## config.mk

```make
export PLATFORM = sky130hd
export DESIGN_NAME = mmt_sync_multi
export DESIGN_NICKNAME = d
export VERILOG_FILES = /design/src/rtl/mmt_sync_multi.sv
export SDC_FILE = /design/constraint.sdc
export NUM_CORES = 1
export LEC_CHECK = 0
export CAP_MARGIN = 20
export CORE_MARGIN = 8
export CORE_UTILIZATION = 45
export DETAILED_ROUTE_END_ITERATION = 6
export GPL_ROUTABILITY_DRIVEN = 0
export PLACE_DENSITY = 0.81
export SYNTH_ARGS = -nofsm -noshare
export SYNTH_HDL_FRONTEND = slang
export SYNTH_SLANG_ARGS = --single-unit
```

## constraint.sdc

```tcl
create_clock -name clk -period 1.15 [get_ports clk]
set_input_delay 0.115 -clock clk [delete_from_list [all_inputs] [get_ports clk]]
set_output_delay 0.115 -clock clk [all_outputs]
set_load 0.005 [all_outputs]
```

## src/rtl/mmt_sync_multi.sv

```systemverilog
// Multi-channel level synchroniser with an optional per-channel stability filter
// and registered rise/fall edge detection. Channels are independent (not coherent).
module mmt_sync_multi #(
    parameter int               Width        = 8,
    parameter int               Depth        = 3,
    parameter int               FilterCycles = 0,
    parameter logic [Width-1:0] ResetVal     = '0
) (
    input  logic             clk,
    input  logic             rstn,
    input  logic [Width-1:0] in,
    output logic [Width-1:0] out,
    output logic [Width-1:0] rise,
    output logic [Width-1:0] fall
);

    logic [Width-1:0] sync_s;
    logic [Width-1:0] out_q;

    genvar gi;
    generate
        for (gi = 0; gi < Width; gi++) begin : g_chan
            logic [Depth-1:0] chain_q;

            always_ff @(posedge clk or negedge rstn) begin
                if (!rstn) begin
                    chain_q <= {Depth{ResetVal[gi]}};
                end else begin
                    chain_q <= {chain_q[Depth-2:0], in[gi]};
                end
            end

            assign sync_s[gi] = chain_q[Depth-1];

            if (FilterCycles == 0) begin : g_bypass
                assign out[gi] = sync_s[gi];
            end else begin : g_filter
                localparam int              CntW    = $clog2(FilterCycles + 1);
                localparam logic [CntW-1:0] CntLast = CntW'(FilterCycles - 1);

                logic [CntW-1:0] cnt_q, cnt_d;
                logic            lvl_q, lvl_d;

                // Any cycle where the synced level agrees with out restarts the count.
                always_comb begin
                    cnt_d = cnt_q;
                    lvl_d = lvl_q;
                    if (sync_s[gi] == lvl_q) begin
                        cnt_d = '0;
                    end else if (cnt_q == CntLast) begin
                        lvl_d = sync_s[gi];
                        cnt_d = '0;
                    end else begin
                        cnt_d = cnt_q + CntW'(1);
                    end
                end

                always_ff @(posedge clk or negedge rstn) begin
                    if (!rstn) begin
                        cnt_q <= '0;
                        lvl_q <= ResetVal[gi];
                    end else begin
                        cnt_q <= cnt_d;
                        lvl_q <= lvl_d;
                    end
                end

                assign out[gi] = lvl_q;
            end
        end
    endgenerate

    always_ff @(posedge clk or negedge rstn) begin
        if (!rstn) begin
            out_q <= ResetVal;
        end else begin
            out_q <= out;
        end
    end

    assign rise = out & ~out_q;
    assign fall = ~out & out_q;

endmodule

```

* Yosys cells after proc, flatten, opt, wreduce, memory -nomap -nowiden
Cells that the tools add are included.
** Word-level totals
- Latch bits :: 0
- RAM bits :: 0
- Flip-flop bits (word level) :: 32
- Input bits :: 10
- Memories kept :: 0
- Bits in read-only memories :: 0
- Output and inout bits :: 24
** Cells by class
- $add $sub $neg :: 0
- Bitwise operators :: 4
- Multiplexer cells :: 0
- $mul :: 0
- Shift-type cells :: 0
- Reductions and logical operators :: 0
- Div/mod/pow operators :: 0
- Equal/unequal tests :: 0
- Order comparisons :: 0
** Operator list (count)
- 8-bit bitwise AND :: 2
- 8-bit inverter :: 2

* Longest topological paths before layout
Gate-level depths: netlist of the first run.
- Word-level depth :: 2
- Mapped depth :: 1
- Mapped depth without buffers :: 1

* Least setup slack after synthesis of the first run
Ideal clock, no wire load.
- Path kind :: register -> output
- Start :: reg g_chan[0].chain_q[2]
- End :: out fall[0]
- Data required time :: 1.035 ns
- Buffers on the path :: 0
- Setup slack :: 0.458 ns
- Arrival :: 0.577 ns
- Cell stages (with the launch flop) :: 2
- Cell sequence :: dfrtp_1 > and2b_2
** On the way
- Longest elaborated chain between the ends :: 2
** RTL lines
- start, declared :: RTL line 23 : logic [Depth-1:0] chain_q;
- start signal, assigned :: RTL line 27 : chain_q <= {Depth{ResetVal[gi]}};
- start signal, assigned :: RTL line 29 : chain_q <= {chain_q[Depth-2:0], in[gi]};
- 8-bit inverter :: RTL line 82 : assign fall = ~out & out_q;
- 8-bit bitwise AND :: RTL line 82
- end, declared :: RTL line 14 : output logic [Width-1:0] fall
No other way between the ends.

* Final worst setup path of the first run
- Start :: reg g_chan[4].chain_q[2]
- End :: out rise[4]
** On the way
- Longest elaborated chain between the ends :: 1
** RTL lines
- start, declared :: RTL line 23
- start signal, assigned :: RTL line 27
- start signal, assigned :: RTL line 29
- 8-bit bitwise AND :: RTL line 81 : assign rise = out & ~out_q;
- end, declared :: RTL line 13 : output logic [Width-1:0] rise,
No other way between the ends.

==> metrics.md, run 1 <==
| Metric | Value |
|---|---|
| Antenna cells | 0 |
| Die Y | roughly 63 um |
| Failing checks | setup timing |
| Core region area | between 2000 and 2500 sq um |
| Status | finished with violations |
| Met3 Use GR | between 6 and 7% |
| CP endpoint kind | output pin |
| M1 GR Usage | 7.72% |
| Wire length per cell | approximately 13 um |
| Slew headroom | between 80 and 90% |
| R2R depth | 2 |
| Routed vias/inst | between 4 and 5 |
| Min-Delay Path Class | input pin to async pin |
| Power density cells | 1420 nW/um^2 |
| # clock sinks | 32 |
| Core Rows | 17 |
| Crit path depth | 3 |
| Max Cap Violations | 0 |
| DRT Pass-1 Iters | 3 |
| Critical path's slowest cell | dfrtp_1 |
| Kind of critical path | register to output pin |
| Final WS setup | -118 ps |
| Cell count after synthesis | 56 |
| Reg clk slew, reported paths | roughly 80 ps |
| Reg-to-reg endpoint | out_q[1] |
| H-tree level count | 2 |
| CP max stage delay | ~410 ps |
| Final period utilization | 110% |
| Worst setup SP type | register |
| Yosys warnings | 0 |
| Arr. time, crit path | about 1200 ps |
| Nets | 109 |
| Routed WL | between 1500 and 2000 um |
| Synth top area share | between 80% and 90% |
| Port bufs | 33 |
| Synth area leader | dfrtp_1 |
| Clk buf depth | 2 |
| R2R Setup Slk | 390 ps |
| Skew final | around 3.6 ps |
| Cell area after layout | between 1000 and 1500 sq um |
| Slew @ Worst Pin | between 150 and 200 ps |
| Cell Chain, Critical Path | buf_4 > and2b_2 > buf_6 |
| Peak VDD IR | approximately 1000 uV |
| CTS tree | yes |
| RR Startpoint | g_chan[1].chain_q[2] |
| Slew Viols, Final | 0 |
| Root buf cell | clkbuf_4 |
| CP Launch Point | g_chan[4].chain_q[2] |
| Io pins | 34 |
| Antenna Nets Post-Route | 0 |
| Post-synthesis sequential area ratio | roughly 80% |
| Critical path fanouts, max | 4 |
| Initial core utilization | a little under half |
| Die area | approximately 4000 sq um |
| WP data required | around 1000 ps |
| #FFs+latches synth | 32 |
| Total Routing Usage GR | 9.37% |
| Mapped Nets | 66 |
| Util after Layout | 67.6% |
| # DRC | 0 |
| Layout cells sized above 1 | a little under three fifths |
| Avg Cell Area, Syn | 17.9 sq um |
| Area after DPL | about 1300 sq um |
| Chip width | roughly 63 um |
| Fmax | between 700 and 800 MHz |
| Top post-synthesis cells by area | dfrtp_1 80%, and2b_2 14%, buf_4 6.0% |
| CTS buffer count | 5 |
| RSZ-0062 raised after global routing | true |
| Met2 Resource Use GR | 15.7% |
| Lkg Pwr | between 0.0007 and 0.0008 uW |
| Synth-to-layout area growth | 45.0% |
| WP buf/inv | 2 |
| Global-route wire length before repair | 2880 um |
| Fin. Hold Viols | 0 |
| Cell area after synthesis | 1000 sq um |
| Crit path to | rise[4] |
| First DRT Iteration DRCs | 13 |
| Yosys cell types | 3 |
| Initial antenna violation count | 0 |
| Grt peak-use layer | met2 |
| Worst path top cell family by delay | flip-flops |
| Number of global-route vias before repair | roughly 650 |
| Clock Latency Late Sink | around 300 ps |
| Final setup TNS | -302 ps |
| Largest net degree at the start of global routing | 33 |
| GRT overflow | 0 |
| Total number of vias | 545 |
| Setup violators final | 7 |
| Final Critical Period | about 1300 ps |
through the flow:
step	hold slack [ps]	worst slack, ps	total power, uW	instances
after floorplan	-181	458	1280	56
after global placement	332	-38.3	1410	112
after detailed placement	335	-87.2	1420	112
after CTS	149	-135	2090	128
after global routing	155	-191	2170	127
final	161	-118	2060	127
where the power goes:
group | total [uW] | internal [uW] | switching, uW
Sequential | 1200 | 1180 | 23.8
Clock | 648 | 346 | 302
Combinational | 207 | 140 | 67.5
cell usage after synthesis (all sizes together):
cell type / instances
and2b: 16
buf: 8
dfrtp: 32
worst min-delay path by stage:
stage,endpoint,depth (start not counted)
5_1_grt,g_chan[0].chain_q[2],2
4_1_cts,out_q[2],2
3_3_place_gp,g_chan[2].chain_q[2],0
3_5_place_dp,g_chan[1].chain_q[1],0
2_1_floorplan,g_chan[0].chain_q[0],0
6_report,out_q[2],2
layout by cell type, fill, tap and decap left out:
master	instances
dlygate4sd2_1	1
clkbuf_8	2
clkdlybuf4s50_1	9
and2b_2	16
buf_12	1
buf_2	8
buf_4	8
dfrtp_1	32
clkbuf_4	5
buf_6	17
state kept, by name, indices dropped and copies added, names as in the netlist:
signal / flops
g_chan.chain_q: 24
out_q: 8
timing repair:
item,4_1_cts,5_1_grt
pin swaps,0,0
buffers inserted,11,0
gates resized for setup,101,9
hold buffers,0,0
setup endpoints to repair,24,16
layer usage:
layer | share of wire (%) | wire length, um | vias up
met1 | 34 | 553 | 263
met2 | 53 | 851 | 28
met3 | 10 | 162 | 5
met5 | 0 | 0 | -
met4 | 2.7 | 44 | 0
li1 | - | - | 249
cell type report:
type / count / area (sq um)
timing repair buffer: 44 / 410
clock buffer: 7 / 65.1
sequential: 32 / 801
tap: 28 / 35.0
fill: 158 / 697
multi-input combinational: 16 / 140
cell families (layout without fill, tap and decap cells):
| family | count (synthesis) | after routing | share of synthesized area [%] |
|---|---|---|---|
| DFF | 32 | 32 | 80.0 |
| and+or+nand+nor | 16 | 16 | 14.0 |
| buffers and inverters | 8 | 51 | 6.00 |
(Power assumes the default switching activity.)
==> run 2: changes to the inputs <==
- CAP_MARGIN: 20 -> default
- CORE_MARGIN: 8 -> default
- PLACE_DENSITY: 0.81 -> default
- PLACE_DENSITY_LB_ADDON: default -> 0.08
==> metrics.md, run 2 (same netlist as run 1, synthesis figures left out) <==
| Metric | Value |
|---|---|
| RSZ-0062 raised after global routing | true (unchanged) |
| R2R depth | 2 (unchanged) |
| Power density cells | 1440 nW/um^2 (was 1420 nW/um^2) |
| FILL cells | 141 (was 158) |
| DRT Pass-1 Iters | 2 (was 3) |
| # DRC | 0 (unchanged) |
| Largest regs | g_chan.chain_q (24), out_q (8) (unchanged) |
| Die area | 2420 sq um (was 3990 sq um) |
| Chip width | 49.2 um (was 63.2 um) |
| Critical path's slowest cell | dfrtp_1 (unchanged) |
| Pwr Total | 2060 uW (about the same) |
| Final WS setup | -98.8 ps (was -118 ps) |
| Critical Path Most Common Cell | buf_6 |
| Final period utilization | 109% (was 110%) |
| Initial core utilization | 49.5% (was 46.6%) |
| RR Startpoint | g_chan[4].chain_q[2] (was g_chan[1].chain_q[2]) |
| Total number of vias | 526 (was 545) |
| Slew headroom | 89.0% (was 89.2%) |
| Skew final | 5.45 ps (was 3.56 ps) |
| Core region area | 2020 sq um (was 2150 sq um) |
| Clock Latency Late Sink | 310 ps (was 300 ps) |
| Wire length per cell | 10.7 um (was 12.7 um) |
| CP max stage delay | 410 ps (about the same) |
| Most frequent cells in the layout | 32 x dfrtp_1, 16 x and2b_2, 13 x buf_6 (was 32 x dfrtp_1, 17 x buf_6, 16 x and2b_2) |
| Nets | 108 (was 109) |
| Antenna cells | 0 (unchanged) |
| Kind of critical path | register to output pin (unchanged) |
| Final Critical Period | 1250 ps (was 1270 ps) |
| Root buf cell | clkbuf_4 (unchanged) |
| Min-Delay Path Class | input pin to async pin (unchanged) |
| GRT overflow | 0 (unchanged) |
| Setup violators final | 8 (was 7) |
| Final std cells w/o fill | 125 (was 127) |
| Post-DP HPWL | 868 um |
| Peak VDD IR | 1230 uV (was 984 uV) |
| Status | finished with violations (unchanged) |
| Worst setup SP type | register (unchanged) |
| Failing checks | setup timing (unchanged) |
| CTS tree | yes (unchanged) |
| Routed WL | 1340 um (was 1610 um) |
| Max reg flops | 24 (unchanged) |
| Commonest non-fill, non-tap cell in the layout | dfrtp_1 (unchanged) |
| Arr. time, crit path | 1130 ps (was 1150 ps) |
| Io pins | 34 (unchanged) |
| Slew @ Worst Pin | 165 ps (was 162 ps) |
| Fin. Hold Viols | 0 (unchanged) |
| Slew Viols, Final | 0 (unchanged) |
| Util after Layout | 70.5% (was 67.6%) |
| Port bufs | 33 (unchanged) |
| Layout cells sized above 1 | 54.1% (was 57.6%) |
| Reg-to-reg endpoint | out_q[4] (was out_q[1]) |
| R2R Setup Slk | 400 ps (was 390 ps) |
| WP data required | 1030 ps (about the same) |
| Largest net degree at the start of global routing | 33 (unchanged) |
| Hold_buf cts | 0 (unchanged) |
| CP endpoint kind | output pin (unchanged) |
| Reg clk slew, reported paths | 90 ps (was 80 ps) |
| Critical path fanouts, max | 3 (was 4) |
| H-tree level count | 2 (unchanged) |
| Max Cap Violations | 0 (unchanged) |
| First DRT Iteration DRCs | 1 (was 13) |
| Clk buf depth | 2 (unchanged) |
| Routed vias/inst | 4.21 (was 4.29) |
| Initial antenna violation count | 0 (unchanged) |
| Biggest register | g_chan.chain_q (unchanged) |
| CTS buffer count | 5 (unchanged) |
| Synth-to-layout area growth | 42.4% (was 45.0%) |
| Total Routing Usage GR | 13.3% (was 9.37%) |
| Core Rows | 16 (was 17) |
| Number of global-route vias before repair | 525 (was 649) |
| Register area | 801 sq um (unchanged) |
| Global-route wire length before repair | 2260 um (was 2880 um) |
| Placed Instances | 110 (was 112) |
| Cell Chain, Critical Path | buf_6 > and2b_2 > buf_6 (was buf_4 > and2b_2 > buf_6) |
| # clock sinks | 32 (unchanged) |
| Die Y | 49.2 um (was 63.2 um) |
| Fmax | 801 MHz (was 789 MHz) |
| Lkg Pwr | 0.000708 uW (was 0.000716 uW) |
| Multi-input gate area | 140 sq um (unchanged) |
| Antenna Nets Post-Route | 0 (unchanged) |
## run 2: cell count changes in the layout (fill, tap and decap cells not counted)
cell             before  now
dlygate4sd2_1         1    3
buf_4                 8    5
buf_2                 8   11
buf_6                17   13
clkdlybuf4s15_1       0    1
## run 2: layout make-up
class / count / share of cell area, %
Clock buffer: 7 / 4.57
Multi-Input combinational cell: 16 / 9.83
Tap cell: 27 / 2.37
Timing Repair Buffer: 43 / 27.0
Sequential cell: 32 / 56.2
## run 2: worst max-delay path by stage
stage	slack [ps]	from	cells past startpoint	end
final	-100	g_chan[4].chain_q[2]	3	fall[4]
after detailed placement	-70	g_chan[3].chain_q[2]	2	fall[3]
after global routing	-160	g_chan[4].chain_q[2]	3	fall[4]
after CTS	-120	g_chan[4].chain_q[2]	3	fall[4]
after global placement	-40	g_chan[1].chain_q[2]	2	fall[1]
after floorplan	460	g_chan[0].chain_q[2]	1	fall[0]
## run 2: metal layers
| metal | vias to the layer above | global-route usage, % | wire length (um) |
|---|---|---|---|
| met5 | - | 0 | 0 |
| met4 | 0 | 4.41 | 14 |
| met3 | 2 | 8.10 | 112 |
| met2 | 34 | 21.2 | 675 |
| met1 | 239 | 14.7 | 534 |
| li1 | 251 | - | - |
## run 2: power breakdown
group / internal, uW / switching (uW)
clock network: 346 / 314
registers: 1180 / 24.9
logic: 129 / 60.7
## run 2: per-stage QoR
stage          hold slack (ps)  setup WS, ps  instance area (sq um)  TNS [ps]
2_1_floorplan             -181           458                   1000         0
3_3_place_gp               332         -41.8                   1330      -233
3_5_place_dp               336         -68.8                   1330      -413
4_1_cts                    144          -122                   1360      -650
5_1_grt                    141          -162                   1430     -1280
6_report                   157         -98.8                   1430      -385
## run 2: timing repair
| action | in CTS | in global routing |
|---|---|---|
| gates resized for setup | 81 | 14 |
| setup endpoints to repair | 24 | 20 |
| setup buffers | 7 | 1 |
| hold endpoints to repair | 0 | 0 |
| pin swaps | 0 | 0 |
| gates cloned | 0 | 0 |
## run 2: worst max-delay path: cells and delay by family (launching register included)
family                 cells  cell delay, ps
buffers and inverters      2             210
flip-flops                 1             410
AND/OR/NAND/NOR            1             210
==> run 3: changes to the inputs <==
- CORE_UTILIZATION: 45 -> 43
- clock period: 1.15 -> 1.2 ns (I/O delays scaled with it)
==> metrics.md, run 3 (same netlist as run 1, synthesis figures left out) <==
| Metric | Value |
|---|---|
| Worst setup SP type | register (unchanged) |
| Slew headroom | 89.2% (was 89.0%) |
| Fin. Hold Viols | 0 (unchanged) |
| Max Cap Violations | 0 (unchanged) |
| Core Rows | 17 (was 16) |
| Global-route wire length before repair | 2380 um (was 2260 um) |
| Commonest non-fill, non-tap cell in the layout | dfrtp_1 (unchanged) |
| Pwr Total | 2200 uW (was 2060 uW) |
| Routed WL | 1360 um (was 1340 um) |
| H-tree level count | 2 (unchanged) |
| Nets | 106 (was 108) |
| Slew Viols, Final | 0 (unchanged) |
| Initial antenna violation count | 0 (unchanged) |
| Reg clk slew, reported paths | 100 ps (was 90 ps) |
| Kind of critical path | register to output pin (unchanged) |
| Routed vias/inst | 4.25 (was 4.21) |
| Die area | 2520 sq um (was 2420 sq um) |
| Critical path fanouts, max | 3 (unchanged) |
| # clock sinks | 32 (unchanged) |
| # DRC | 0 (unchanged) |
| Setup violators final | 3 (was 8) |
| Layout cells sized above 1 | 53.6% (was 54.1%) |
| Largest regs | g_chan.chain_q (24), out_q (8) (unchanged) |
| Peak VDD IR | 1380 uV (was 1230 uV) |
| Clock Latency Late Sink | 320 ps (was 310 ps) |
| Number of global-route vias before repair | 566 (was 525) |
| Skew final | 12.1 ps (was 5.45 ps) |
| Slew @ Worst Pin | 163 ps (was 165 ps) |
| CTS tree | yes (unchanged) |
| Fmax | approximately 790 MHz |
| Biggest register | g_chan.chain_q (unchanged) |
| Final Critical Period | 1260 ps |
| CTS buffer count | 5 (unchanged) |
| Synth-to-layout area growth | 41.6% (was 42.4%) |
| Wire length per cell | 10.9 um (was 10.7 um) |
| Die Y | 50.2 um (was 49.2 um) |
| Total number of vias | 531 (was 526) |
| Chip width | 50.2 um (was 49.2 um) |
| Lkg Pwr | 0.000708 uW (about the same) |
| Util after Layout | 64.1% (was 70.5%) |
| Largest net degree at the start of global routing | 33 (unchanged) |
| Power density cells | 1560 nW/um^2 (was 1440 nW/um^2) |
| RSZ-0062 raised after global routing | true (unchanged) |
| Total Routing Usage GR | 14.4% (was 13.3%) |
| Status | finished with violations (unchanged) |
| Antenna Nets Post-Route | 0 (unchanged) |
| Final period utilization | 105% |
| Port bufs | 33 (unchanged) |
| Max reg flops | 24 (unchanged) |
| Failing checks | setup timing (unchanged) |
| Arr. time, crit path | 1140 ps (was 1130 ps) |
| DRT Pass-1 Iters | 4 (was 2) |
| Min-Delay Path Class | input pin to async pin (unchanged) |
| GRT overflow | 0 (unchanged) |
| Core region area | 2210 sq um (was 2020 sq um) |
| Clk buf depth | 2 (unchanged) |
| Antenna cells | 0 (unchanged) |
| Final WS setup | -64.1 ps (was -98.8 ps) |
| WP data required | 1080 ps (was 1030 ps) |
| First DRT Iteration DRCs | 2 (was 1) |
| Most frequent cells in the layout | 32 x dfrtp_1, 16 x and2b_2, 11 x buf_2 (was 32 x dfrtp_1, 16 x and2b_2, 13 x buf_6) |
| CP endpoint kind | output pin (unchanged) |
| Io pins | 34 (unchanged) |
| Root buf cell | clkbuf_4 (unchanged) |
| R2R depth | 1 (was 2) |
| Initial core utilization | 45.2% (was 49.5%) |
run 3: cell count changes in the layout (fill, tap and decap cells not counted):
cell / change
buf_4: -1
clkdlybuf4s15_1: -1
clkbuf_2: +3
buf_6: -4
bufinv_16: +1
dlygate4sd2_1: +1
run 3: power breakdown:
group | switching, uW | total, uW | internal (uW)
Combinational | 55.8 | 169 | 113
Sequential | 22.3 | 1150 | 1130
Clock | 329 | 882 | 553
Total | 407 | 2200 | 1800
run 3: per-stage QoR:
step	setup WS (ps)	hold WS (ps)	cell area, sq um	cells	TNS [ps]
CTS	-73.1	155	1410	126	-351
global route	-132	169	1420	125	-711
finish	-64.1	160	1420	125	-157
detailed placement	-20.5	335	1360	114	-20.5
global placement	-2.31	333	1360	114	-2.31
floorplan	503	-176	1000	56	0
run 3: area by class of cell:
| cell class | count | area (sq um) |
|---|---|---|
| flip-flops and latches | 32 | 801 |
| fillers | 173 | 795 |
| repair buffers | 41 | 347 |
| multi-input cells | 16 | 140 |
| clock buffers | 7 | 65.1 |
| well taps | 28 | 35.0 |
| clock inverters | 1 | 30.0 |
run 3: what timing repair did:
item,CTS,global route
hold buffers,0,0
setup buffers,4,0
endpoints found under the setup margin,24,19
gates resized for setup,83,8
run 3: critical path: stages, from the launching register on:
cell	delay [ps]
dfrtp_1	410
buf_6	120
and2b_2	190
buf_6	110
run 3: layer usage:
metal | track usage, % | share of wire (%)
met1 | 14.3 | 38
met2 | 22.0 | 51
met3 | 7.27 | 7.7
met4 | 12.9 | 2.3
met5 | 0 | 0
run 3: path summary, 6_finish.rpt:
check,startpoint,to,slack [ps]
min in group clk,in[0],g_chan[0].chain_q[0],240
worst max-delay path,g_chan[6].chain_q[2],rise[6],-60
max in group asynchronous,rstn,g_chan[3].chain_q[1],870
worst min register to register,g_chan[6].chain_q[0],g_chan[6].chain_q[1],340
worst min-delay path,rstn,g_chan[6].chain_q[2],160
worst max register to register,g_chan[7].chain_q[2],out_q[7],540
